==> src/rtl/alu_seq_pkg.sv <==
// Shared definitions for the ALU frame sequencer.
//   - default widths for the ALU port of memory_controller
//   - default job size (one 80x60 tile)
//   - sequencer state encoding
package alu_seq_pkg;

    localparam int unsigned DATA_W_DEF        = 12;    // RGB444 pixel
    localparam int unsigned RADDR_W_DEF       = 13;    // ALU read address width
    localparam int unsigned WADDR_W_DEF       = 19;    // ALU write address width
    localparam int unsigned NUM_PIX_QVGA_TILE = 4800;  // 80x60 pixels per job

    typedef enum logic [1:0] {
        StIdle  = 2'd0,
        StRun   = 2'd1,
        StDrain = 2'd2
    } seq_state_e;

endpackage

==> src/rtl/seq_result_fifo.sv <==
// Synchronous result FIFO, DATA_W x FIFO_DEPTH, first-word fall-through.
// dout always shows the head entry straight out of the storage registers.
// Ports:
//   clk, rst    clock and synchronous active-high reset
//   flush       drop all contents (wins over push/pop in the same cycle)
//   push, din   write din when not full, or when full and popping
//   pop         remove the head entry (ignored when empty)
//   dout        head entry, valid while empty=0
//   full, empty status flags
module seq_result_fifo
    import alu_seq_pkg::*;
#(
    parameter int unsigned DATA_W     = DATA_W_DEF,
    parameter int unsigned FIFO_DEPTH = 8
) (
    input  logic              clk,
    input  logic              rst,
    input  logic              flush,
    input  logic              push,
    input  logic              pop,
    input  logic [DATA_W-1:0] din,
    output logic [DATA_W-1:0] dout,
    output logic              full,
    output logic              empty
);

    localparam int unsigned AW = $clog2(FIFO_DEPTH);

    // One extra pointer bit distinguishes full from empty.
    logic [AW:0]       wr_ptr_q, wr_ptr_d;
    logic [AW:0]       rd_ptr_q, rd_ptr_d;
    logic [DATA_W-1:0] mem_q [FIFO_DEPTH];
    logic              do_push, do_pop;

    assign empty   = (wr_ptr_q == rd_ptr_q);
    assign full    = (wr_ptr_q[AW] != rd_ptr_q[AW]) &&
                     (wr_ptr_q[AW-1:0] == rd_ptr_q[AW-1:0]);
    assign do_pop  = pop && !empty;
    // A push into a full FIFO is fine when the head leaves in the same cycle.
    assign do_push = push && (!full || do_pop);
    assign dout    = mem_q[rd_ptr_q[AW-1:0]];

    always_comb begin
        wr_ptr_d = wr_ptr_q;
        rd_ptr_d = rd_ptr_q;
        if (flush) begin
            wr_ptr_d = '0;
            rd_ptr_d = '0;
        end else begin
            if (do_push) wr_ptr_d = wr_ptr_q + (AW+1)'(1);
            if (do_pop)  rd_ptr_d = rd_ptr_q + (AW+1)'(1);
        end
    end

    always_ff @(posedge clk) begin
        if (rst) begin
            wr_ptr_q <= '0;
            rd_ptr_q <= '0;
        end else begin
            wr_ptr_q <= wr_ptr_d;
            rd_ptr_q <= rd_ptr_d;
        end
    end

    always_ff @(posedge clk) begin
        if (do_push && !flush) begin
            mem_q[wr_ptr_q[AW-1:0]] <= din;
        end
    end

endmodule

==> src/rtl/alu_frame_sequencer.sv <==
// Sequences the ALU port of memory_controller over one frame region: streams source
// pixels to an external kernel and writes kernel results back to the frame buffer.
// Reads are credit-limited so the kernel can never overflow the local result FIFO.
// Ports:
//   CLK100MHZ, rst         clock, synchronous active-high reset
//   start, abort           job request (IDLE only) / cancel (RUN, DRAIN)
//   alu_gnt                ALU port granted this cycle
//   raddr_alu, rdata_alu   source read address / data (RD_LAT cycles later)
//   waddr_alu, wdata_alu,
//   wen_alu                destination write port
//   px_valid, px_data      source pixel stream to the kernel
//   res_valid, res_data    in-order kernel results
//   kern_flush             1-cycle pulse clearing kernel pipeline state
//   busy, done             job active / 1-cycle completion pulse
//   ovf_err                sticky: a result had to be dropped
module alu_frame_sequencer
    import alu_seq_pkg::*;
#(
    parameter int unsigned RADDR_W    = RADDR_W_DEF,
    parameter int unsigned WADDR_W    = WADDR_W_DEF,
    parameter int unsigned DATA_W     = DATA_W_DEF,
    parameter int unsigned NUM_PIX    = NUM_PIX_QVGA_TILE,
    parameter int unsigned RD_BASE    = 0,
    parameter int unsigned WR_BASE    = 0,
    parameter int unsigned RD_LAT     = 2,
    parameter int unsigned FIFO_DEPTH = 8
) (
    input  logic               CLK100MHZ,
    input  logic               rst,
    input  logic               start,
    input  logic               abort,
    input  logic               alu_gnt,
    output logic [RADDR_W-1:0] raddr_alu,
    input  logic [DATA_W-1:0]  rdata_alu,
    output logic [WADDR_W-1:0] waddr_alu,
    output logic [DATA_W-1:0]  wdata_alu,
    output logic               wen_alu,
    output logic               px_valid,
    output logic [DATA_W-1:0]  px_data,
    input  logic               res_valid,
    input  logic [DATA_W-1:0]  res_data,
    output logic               kern_flush,
    output logic               busy,
    output logic               done,
    output logic               ovf_err
);

    localparam int unsigned CntW = $clog2(NUM_PIX + 1);
    localparam int unsigned InfW = $clog2(FIFO_DEPTH + 1);
    localparam logic [CntW-1:0] NumPix = CntW'(NUM_PIX);
    localparam logic [InfW-1:0] Credits = InfW'(FIFO_DEPTH);

    seq_state_e         state_q, state_d;
    logic [CntW-1:0]    rd_cnt_q, rd_cnt_d;
    logic [CntW-1:0]    wr_cnt_q, wr_cnt_d;
    logic [InfW-1:0]    inflight_q, inflight_d;
    logic [WADDR_W-1:0] waddr_q, waddr_d;
    logic [RD_LAT-1:0]  vld_q, vld_d;
    logic               kern_flush_q, kern_flush_d;
    logic               done_q, done_d;
    logic               ovf_q, ovf_d;

    logic               active;
    logic               issue;
    logic               wr_en;
    logic               fifo_flush;
    logic               fifo_push;
    logic               fifo_full;
    logic               fifo_empty;
    logic [DATA_W-1:0]  fifo_dout;

    assign active = (state_q != StIdle);

    // Results arriving while kern_flush is high belong to the job just cancelled or
    // the pipeline state just cleared, so they are discarded without an error.
    assign fifo_push = res_valid && active && !kern_flush_q && (!fifo_full || wen_alu);

    always_comb begin
        state_d      = state_q;
        rd_cnt_d     = rd_cnt_q;
        wr_cnt_d     = wr_cnt_q;
        inflight_d   = inflight_q;
        waddr_d      = waddr_q;
        kern_flush_d = 1'b0;
        done_d       = 1'b0;
        ovf_d        = ovf_q;
        issue        = 1'b0;
        wr_en        = 1'b0;
        fifo_flush   = 1'b0;

        unique case (state_q)
            StIdle: begin
                if (start) begin
                    state_d      = StRun;
                    kern_flush_d = 1'b1;
                    fifo_flush   = 1'b1;
                    rd_cnt_d     = '0;
                    wr_cnt_d     = '0;
                    inflight_d   = '0;
                    waddr_d      = WADDR_W'(WR_BASE);
                end
            end
            StRun, StDrain: begin
                if (abort) begin
                    state_d      = StIdle;
                    kern_flush_d = 1'b1;
                    fifo_flush   = 1'b1;
                end else begin
                    issue = (state_q == StRun) && alu_gnt && (rd_cnt_q < NumPix) &&
                            (inflight_q < Credits);
                    wr_en = alu_gnt && !fifo_empty;

                    if (issue) rd_cnt_d = rd_cnt_q + CntW'(1);
                    if (wr_en) begin
                        wr_cnt_d = wr_cnt_q + CntW'(1);
                        waddr_d  = waddr_q + WADDR_W'(1);
                    end

                    // Issue and writeback in the same cycle leave the credit count alone.
                    if (issue && !wr_en) begin
                        inflight_d = inflight_q + InfW'(1);
                    end else if (!issue && wr_en && (inflight_q != '0)) begin
                        inflight_d = inflight_q - InfW'(1);
                    end

                    if (wr_cnt_d == NumPix) begin
                        state_d = StIdle;
                        done_d  = 1'b1;
                    end else if ((state_q == StRun) && (rd_cnt_d == NumPix)) begin
                        state_d = StDrain;
                    end
                end
            end
            default: state_d = StIdle;
        endcase

        // Read-valid pipeline tracks issued reads until their data returns.
        vld_d = (vld_q << 1) | RD_LAT'(issue);
        if (active && abort) vld_d = '0;

        if (res_valid && !fifo_push && !kern_flush_q && !(active && abort)) begin
            ovf_d = 1'b1;
        end
    end

    always_ff @(posedge CLK100MHZ) begin
        if (rst) begin
            state_q      <= StIdle;
            rd_cnt_q     <= '0;
            wr_cnt_q     <= '0;
            inflight_q   <= '0;
            waddr_q      <= WADDR_W'(WR_BASE);
            vld_q        <= '0;
            kern_flush_q <= 1'b0;
            done_q       <= 1'b0;
            ovf_q        <= 1'b0;
        end else begin
            state_q      <= state_d;
            rd_cnt_q     <= rd_cnt_d;
            wr_cnt_q     <= wr_cnt_d;
            inflight_q   <= inflight_d;
            waddr_q      <= waddr_d;
            vld_q        <= vld_d;
            kern_flush_q <= kern_flush_d;
            done_q       <= done_d;
            ovf_q        <= ovf_d;
        end
    end

    seq_result_fifo #(
        .DATA_W     (DATA_W),
        .FIFO_DEPTH (FIFO_DEPTH)
    ) u_result_fifo (
        .clk   (CLK100MHZ),
        .rst   (rst),
        .flush (fifo_flush),
        .push  (fifo_push),
        .pop   (wen_alu),
        .din   (res_data),
        .dout  (fifo_dout),
        .full  (fifo_full),
        .empty (fifo_empty)
    );

    // No write may leave the block in a reset cycle.
    assign wen_alu    = wr_en && !rst;
    assign waddr_alu  = waddr_q;
    assign wdata_alu  = wen_alu ? fifo_dout : '0;
    assign raddr_alu  = RADDR_W'(RD_BASE) + RADDR_W'(rd_cnt_q);
    assign px_valid   = vld_q[RD_LAT-1];
    assign px_data    = px_valid ? rdata_alu : '0;
    assign kern_flush = kern_flush_q;
    assign busy       = active;
    assign done       = done_q;
    assign ovf_err    = ovf_q;

endmodule

==> config.mk <==
export PLATFORM = sky130hd
export DESIGN_NAME = alu_frame_sequencer
export DESIGN_NICKNAME = d
export VERILOG_FILES = /design/src/rtl/alu_seq_pkg.sv /design/src/rtl/seq_result_fifo.sv /design/src/rtl/alu_frame_sequencer.sv
export SDC_FILE = /design/constraint.sdc
export NUM_CORES = 1
export LEC_CHECK = 0
export CAP_MARGIN = 25
export CELL_PAD_IN_SITES_DETAIL_PLACEMENT = 0
export CELL_PAD_IN_SITES_GLOBAL_PLACEMENT = 1
export CORE_UTILIZATION = 45
export DETAILED_ROUTE_END_ITERATION = 16
export PLACE_DENSITY = 0.86
export SYNTH_ARGS = -nofsm -noshare
export SYNTH_HDL_FRONTEND = slang
export SYNTH_SLANG_ARGS = --single-unit
==> constraint.sdc <==
create_clock -name CLK100MHZ -period 4.1 [get_ports CLK100MHZ]
set_input_delay 0.615 -clock CLK100MHZ [delete_from_list [all_inputs] [get_ports CLK100MHZ]]
set_output_delay 0.615 -clock CLK100MHZ [all_outputs]
set_load 0.02 [all_outputs]
**After elaboration in Yosys (flattened, before gate mapping)**

Memory sizes are Yosys's and may differ from the RTL's. A register that Yosys moved wholly into a read port is not among the register bits.
Index checks and enable logic that the tools add are counted.

- Add/subtract/negate cells: 7
- Magnitude comparators: 2
- Equal/unequal tests: 12
- Muxes and demuxes: 39
- Bitwise logic cells: 2
- Reduce and logical (&&, ||, !) cells: 43

Operators with widths:

| cell | number |
|---|---|
| 13-bit 2-to-1 mux | 9 |
| 19-bit 2-to-1 mux | 3 |
| 13-bit case mux with 2 select lines | 2 |
| 19-bit case mux with 2 select lines | 1 |
| 13-bit by 1-bit adder with 13-bit output (second input constant) | 2 |
| 13-bit == test (second input constant) | 2 |
| 12-bit 2-to-1 mux | 2 |
| 1-bit logical AND | 20 |
| 19-bit by 1-bit adder with 19-bit output (second input constant) | 1 |
| 4-bit 2-to-1 mux | 4 |
| 13-bit less-than comparator (second input constant) | 1 |
| 4-bit by 1-bit adder with 4-bit output (second input constant) | 3 |
| 1-bit zero test | 9 |
| 1-bit 2-to-1 mux | 9 |
| 2-bit 2-to-1 mux | 4 |
| 4-bit case mux with 2 select lines | 1 |
| 4-bit AND reduction | 2 |
| 3-bit 2-to-1 mux | 2 |
| 2-bit != test (second input constant) | 3 |
| 2-bit OR reduction | 3 |
| 4-bit == test | 1 |
| 4-bit less-than comparator (second input constant) | 1 |
| 4-bit != test (second input constant) | 1 |
| 2-bit case mux with 2 select lines | 1 |
| 16 further kinds | 18 |

- Bits in registers: 64
- Bits in writable memories: 96
- Output and inout port bits: 62
- Logic and storage cells: 117
- Memories: 1

Memories:

| memory | words | bits a word | read ports | clocked after memory_dff | wr ports | line | text |
|---|---|---|---|---|---|---|---|
| u_result_fifo.mem_q | 8 | 12 | 1 | 1 | 1 | seq_result_fifo.sv:32 | `logic [DATA_W-1:0] mem_q [FIFO_DEPTH];` |

**Logic depth before layout (Yosys ltp)**

- Depth after elaboration: 13
- Depth in mapped cells: 12

**Modules after synthesis**

From an unflattened synthesis, not the netlist that was laid out.

- Cells, all modules: 679
- Area, all modules: 7871.3 sq um

Modules (own cells, without submodules):

| module | instances | cells an instance | area an instance (sq um) | seq. area each (sq um) |
|---|---|---|---|---|
| seq_result_fifo | 1 | 224 | 4317.9 | 3103.0 |
| alu_frame_sequencer | 1 | 455 | 3553.4 | 1121.1 |

**Worst setup path before layout**

Ideal clock, no wire load.

- Path kind: flip-flop to flip-flop
- Start: register state_q[0]
- End: memory u_result_fifo.mem_q[1][0] (netlist bit) (enable)
- Arrival time: 3.180 ns
- Data required time: 3.704 ns
- Setup slack: 0.523 ns
- Stages on the path, launching flop included: 13
- Clock period less this slack: 3.577 ns
- Cells stage by stage: dfxtp_1 > inv_1 > ha_1 > buf_4 > inv_1 > or3_1 > or2_1 > buf_6 > a311o_1 > buf_6 > nor2_1 > nand2_1 > nor3_1

- Longest elaborated chain between the ends: 10
- Elaborated cells between the ends (all ways): 19
- Classes of those cells: eq/ne: 2; mux: 4; reduce/logical: 13

RTL lines:

| element | line | text |
|---|---|---|
| from (decl) | alu_frame_sequencer.sv:53 | `seq_state_e state_q, state_d;` |
| from (signal assigned) | alu_frame_sequencer.sv:148 | `state_q <= StIdle;` |
| from (signal assigned) | alu_frame_sequencer.sv:158 | `state_q <= state_d;` |
| 2-bit by 1-bit == test with 1-bit output or 2-bit == test (tied branches) | alu_frame_sequencer.sv:91 | `unique case (state_q)` |
| 2-bit OR reduction | alu_frame_sequencer.sv:91 |  |
| 1-bit 2-to-1 mux | alu_frame_sequencer.sv:91 |  |
| 1-bit logical AND | alu_frame_sequencer.sv:186 | `assign wen_alu = wr_en && !rst;` |
| 1-bit logical OR or 1-bit logical AND (tied branches) | alu_frame_sequencer.sv:76, seq_result_fifo.sv:38 |  |
| 1-bit logical AND or 1-bit logical OR (tied branches) | alu_frame_sequencer.sv:76, seq_result_fifo.sv:40 |  |
| 1-bit logical AND | seq_result_fifo.sv:40 | `assign do_push = push && (!full \|\| do_pop);` |
| 1-bit logical AND (*) | seq_result_fifo.sv:66 | `if (do_push && !flush) begin` |
| 1-bit 2-to-1 mux (*) | seq_result_fifo.sv:66 |  |
| 1-bit 2-to-1 mux (not written as such) (*) | seq_result_fifo.sv:67 | `mem_q[wr_ptr_q[AW-1:0]] <= din;` |
| to (decl) | seq_result_fifo.sv:32 |  |

Mark *: on every way between the ends. The rest lies on a longest branch, timed or not.

**Worst setup path in the final report**

- Start: register state_q[0]
- End: output wen_alu

- Longest elaborated chain between the ends: 4
- Elaborated cells between the ends (all ways): 5
- Classes of those cells: eq/ne: 2; mux: 1; reduce/logical: 2

RTL lines:

| element | line | text |
|---|---|---|
| 2-bit by 1-bit == test with 1-bit output or 2-bit == test (tied branches) | alu_frame_sequencer.sv:91 |  |
| 2-bit OR reduction (*) | alu_frame_sequencer.sv:91 |  |
| 1-bit 2-to-1 mux (*) | alu_frame_sequencer.sv:91 |  |
| 1-bit logical AND (*) | alu_frame_sequencer.sv:186 |  |
| to (decl) | alu_frame_sequencer.sv:37 | `output logic wen_alu,` |

Marked as above.

==> results.sh <==
export IMPL_clock_sinks=163
export IMPL_max_freq_mhz=256.1
export IMPL_cts_buffer_depth=2
export IMPL_synth_distinct_cells=64
export IMPL_syn_area_um2=7609
export IMPL_internal_power_mw=2.796
export IMPL_period_share_pct=95.26
export IMPL_synth_top_cells_by_area="edfxtp_1, dfxtp_1, mux4_2, nor2_1, xor2_1"
export IMPL_tns_ps=0
export IMPL_finalSetupViolCount=0
export IMPL_combPwrFrac_pct=14.7
export IMPL_antenna_left=0
export IMPL_clock_power_share_pct=39.4
export IMPL_period_needed_ps=3905
export IMPL_cap_violations=0
export IMPL_path_clk_slew_ps=70
export IMPL_area_growth_pct=23.07
export IMPL_grt_ovfl_total=0
export IMPL_drt_pass1_iterations=5
export IMPL_seq_area_frac_synth_pct=55.52
export IMPL_ys_warn_count=0
export IMPL_synth_top_area_share_pct=37.89
export IMPL_synth_avg_cell_area_um2=11.49
export IMPL_worst_pin_slew_ps=1068
export IMPL_nets=797
export IMPL_use_met2_pct=36.48
export IMPL_drive_above_1_share_pct=11.59
export IMPL_antenna_found_initial=0
export IMPL_die_y_um=132.0
export IMPL_final_cell_mix="edfxtp_1, clkdlybuf4s50_1, nor2_1"
export IMPL_cts_repair_resized=0
export IMPL_nFillCells=1341
export IMPL_synth_edf_count=96
export IMPL_routed_wl_mm=17.49
export IMPL_num_io_pins=92
export IMPL_max_vdd_ir_drop_mv=0.3154
export IMPL_antenna_cells=0
export IMPL_ctsRootBufferMaster="clkbuf_16"
export IMPL_cts_buffers=17
export IMPL_synth_top_cell_by_area="edfxtp_1"
export IMPL_synthFlopType="edfxtp_1"
export IMPL_grt_pass1_wl_mm=28.32
export IMPL_critPathKind="reg -> out"
export IMPL_vias=5576
export IMPL_dieArea_um2=17430
export IMPL_synth_nets=704
export IMPL_cts_tree="yes"
export IMPL_p_leak_nw=3.082
export IMPL_finClkSkew_ps=13.27
export IMPL_wl_per_cell_um=17.71
export IMPL_rsz0062_at_grt="false"
export IMPL_clk_latency_ps=430
export IMPL_cp_arrival_ps=3290
export IMPL_worstPathRequired_ps=3480
export IMPL_htree_levels=4
export IMPL_final_core_util_pct=56.67
export IMPL_grt_max_degree=43
export IMPL_power_switching_mw=1.117
export IMPL_synthArstFlopShare_pct=0
export IMPL_cts_hold_buf=0
export IMPL_gp_congestion=0.8921
export IMPL_met3_usage_pct=3.883
export IMPL_drc=0
export IMPL_detailed_place_hpwl_mm=11.84
export IMPL_grt_util_met1_pct=25.57
export IMPL_start_util_pct=46.04
export IMPL_grt_pass1_vias=5444
export IMPL_critPathMaxFanout=16
export IMPL_swShare_pct=28.54
export IMPL_die_x_um=132.0
export IMPL_core_area_um2=16520
export IMPL_mostFrequentLayoutCell="edfxtp_1"
export IMPL_core_rowCount=47
export IMPL_seqPwrFrac_pct=46.0
export IMPL_hold_viol=0
export IMPL_worstSetupEndpointType="output pin"
export IMPL_grtUsageTotal_pct=20.81
export IMPL_start_kind="flip-flop"
export IMPL_port_buffers=91
export IMPL_routed_via_density=5.644
export IMPL_status="completed"
export IMPL_postCtsSetupBuffers=0
export IMPL_final_max_slew_viol_count=0
export IMPL_hp_class="reg -> reg"
export IMPL_slew_headroom_pct=28.50
export IMPL_netlist_instances=662
export IMPL_drtIter0Drc=300
export IMPL_powerDensity_nw_per_um2=417.8
export IMPL_busiest_layer="met2"
export IMPL_ys_ff_latch=163
==> state kept, by name, indices dropped and copies added, names as in the netlist, named ones only <==
register,cells
rd_cnt_q,13
state_q,2
kern_flush,1
u_result_fifo.wr_ptr_q,4
done,1
wr_cnt_q,13
inflight_q,4
u_result_fifo.mem_q,96
waddr_alu,19
vld_q,2
ovf_err,1
u_result_fifo.rd_ptr_q,4
==> worst max-delay path, cell delays in order, from the launching register on <==
cell	delay (ps)
dfxtp_1	410
inv_1	90
ha_1	440
inv_1	170
or3_1	450
or2_2	470
inv_1	200
clkdlybuf4s50_1	630
==> routing by layer <==
metal  part of all wire [%]  up-vias
met5                      0        -
met4                    1.7        0
met3                    3.5       28
met2                     51      129
met1                     44     2746
li1                       -     2673
==> cell usage after synthesis, types with 3 or more instances <==
| master | n |
|---|---|
| ha_1 | 11 |
| nand4_1 | 11 |
| nand2b_1 | 7 |
| o21ai_0 | 30 |
| nor3b_1 | 4 |
| a21oi_1 | 31 |
| nor2b_1 | 4 |
| nor2_1 | 82 |
| or4_1 | 7 |
| and2_1 | 15 |
| and4_1 | 5 |
| clkbuf_1 | 26 |
| mux2i_1 | 14 |
| and3_1 | 9 |
| xor2_1 | 19 |
| edfxtp_1 | 96 |
| dfxtp_1 | 67 |
| nand2_1 | 42 |
| o211a_1 | 3 |
| inv_1 | 13 |
| a311oi_1 | 5 |
| mux4_2 | 24 |
| xnor2_1 | 11 |
| a31oi_1 | 10 |
| or3_1 | 13 |
| nand3b_1 | 3 |
| a22oi_1 | 5 |
| nand3_1 | 19 |
| a41oi_1 | 3 |
| buf_2 | 4 |
| or2_2 | 3 |
| nor4_1 | 7 |
| nor3_1 | 13 |
| buf_1 | 4 |
==> metrics by stage <==
step                area (µm²)  power [mW]  worst slack, ps  cells  hold WS [ps]
floorplan                 7609       2.202            523.5    662         442.1
global placement          8782       2.376            487.1    956         450.5
detailed placement        8782       2.395            367.1    956         451.1
CTS                       9364       3.941            106.6    988         461.8
global route              9364       4.062            56.03    988         471.1
finish                    9364       3.913            194.5    988         458.3
==> power groups by stage <==
stage	registers (mW)	clock network (mW)	logic [mW]
final	1.80	1.54	0.574
after global routing	1.80	1.63	0.627
after detailed placement	1.83	0	0.563
after floorplan	1.83	0	0.374
after CTS	1.80	1.57	0.571
after global placement	1.83	0	0.547
==> logic make-up (layout without fill, tap and decap cells) <==
family	Yosys count	count (layout)	share of synthesized area [%]
AND/OR/NAND/NOR	252	252	16.82
flip-flops	163	163	55.52
AO/OA/AOI/OAI	115	115	10.10
buffers and inverters	51	157	2.878
multiplexers	38	38	8.946
XOR/XNOR	31	31	3.667
adder cells (fa/ha/maj)	12	12	2.072
==> worst paths after layout <==
path,from,slack (ps),cells past startpoint,to
setup reg to reg,state_q[0],430,9,u_result_fifo.mem_q[4][2]
hold reg to reg,vld_q[0],460,1,vld_q[1]
setup / recovery,state_q[0],190,7,wen_alu
hold / removal,vld_q[0],460,1,vld_q[1]
==> final cells by class <==
class / count / area, µm² / share of cell area [%]
clock buffer: 17 / 425.4 / 4.543
clock inverter: 15 / 156.4 / 1.670
inverter: 13 / 48.80 / 0.5211
multi-input combinational: 448 / 3166 / 33.81
sequential: 163 / 4224 / 45.11
tap: 220 / 275.3 / 2.940
timing repair buffer: 112 / 1069 / 11.41
Note: power is estimated with default switching activity, not from simulation.
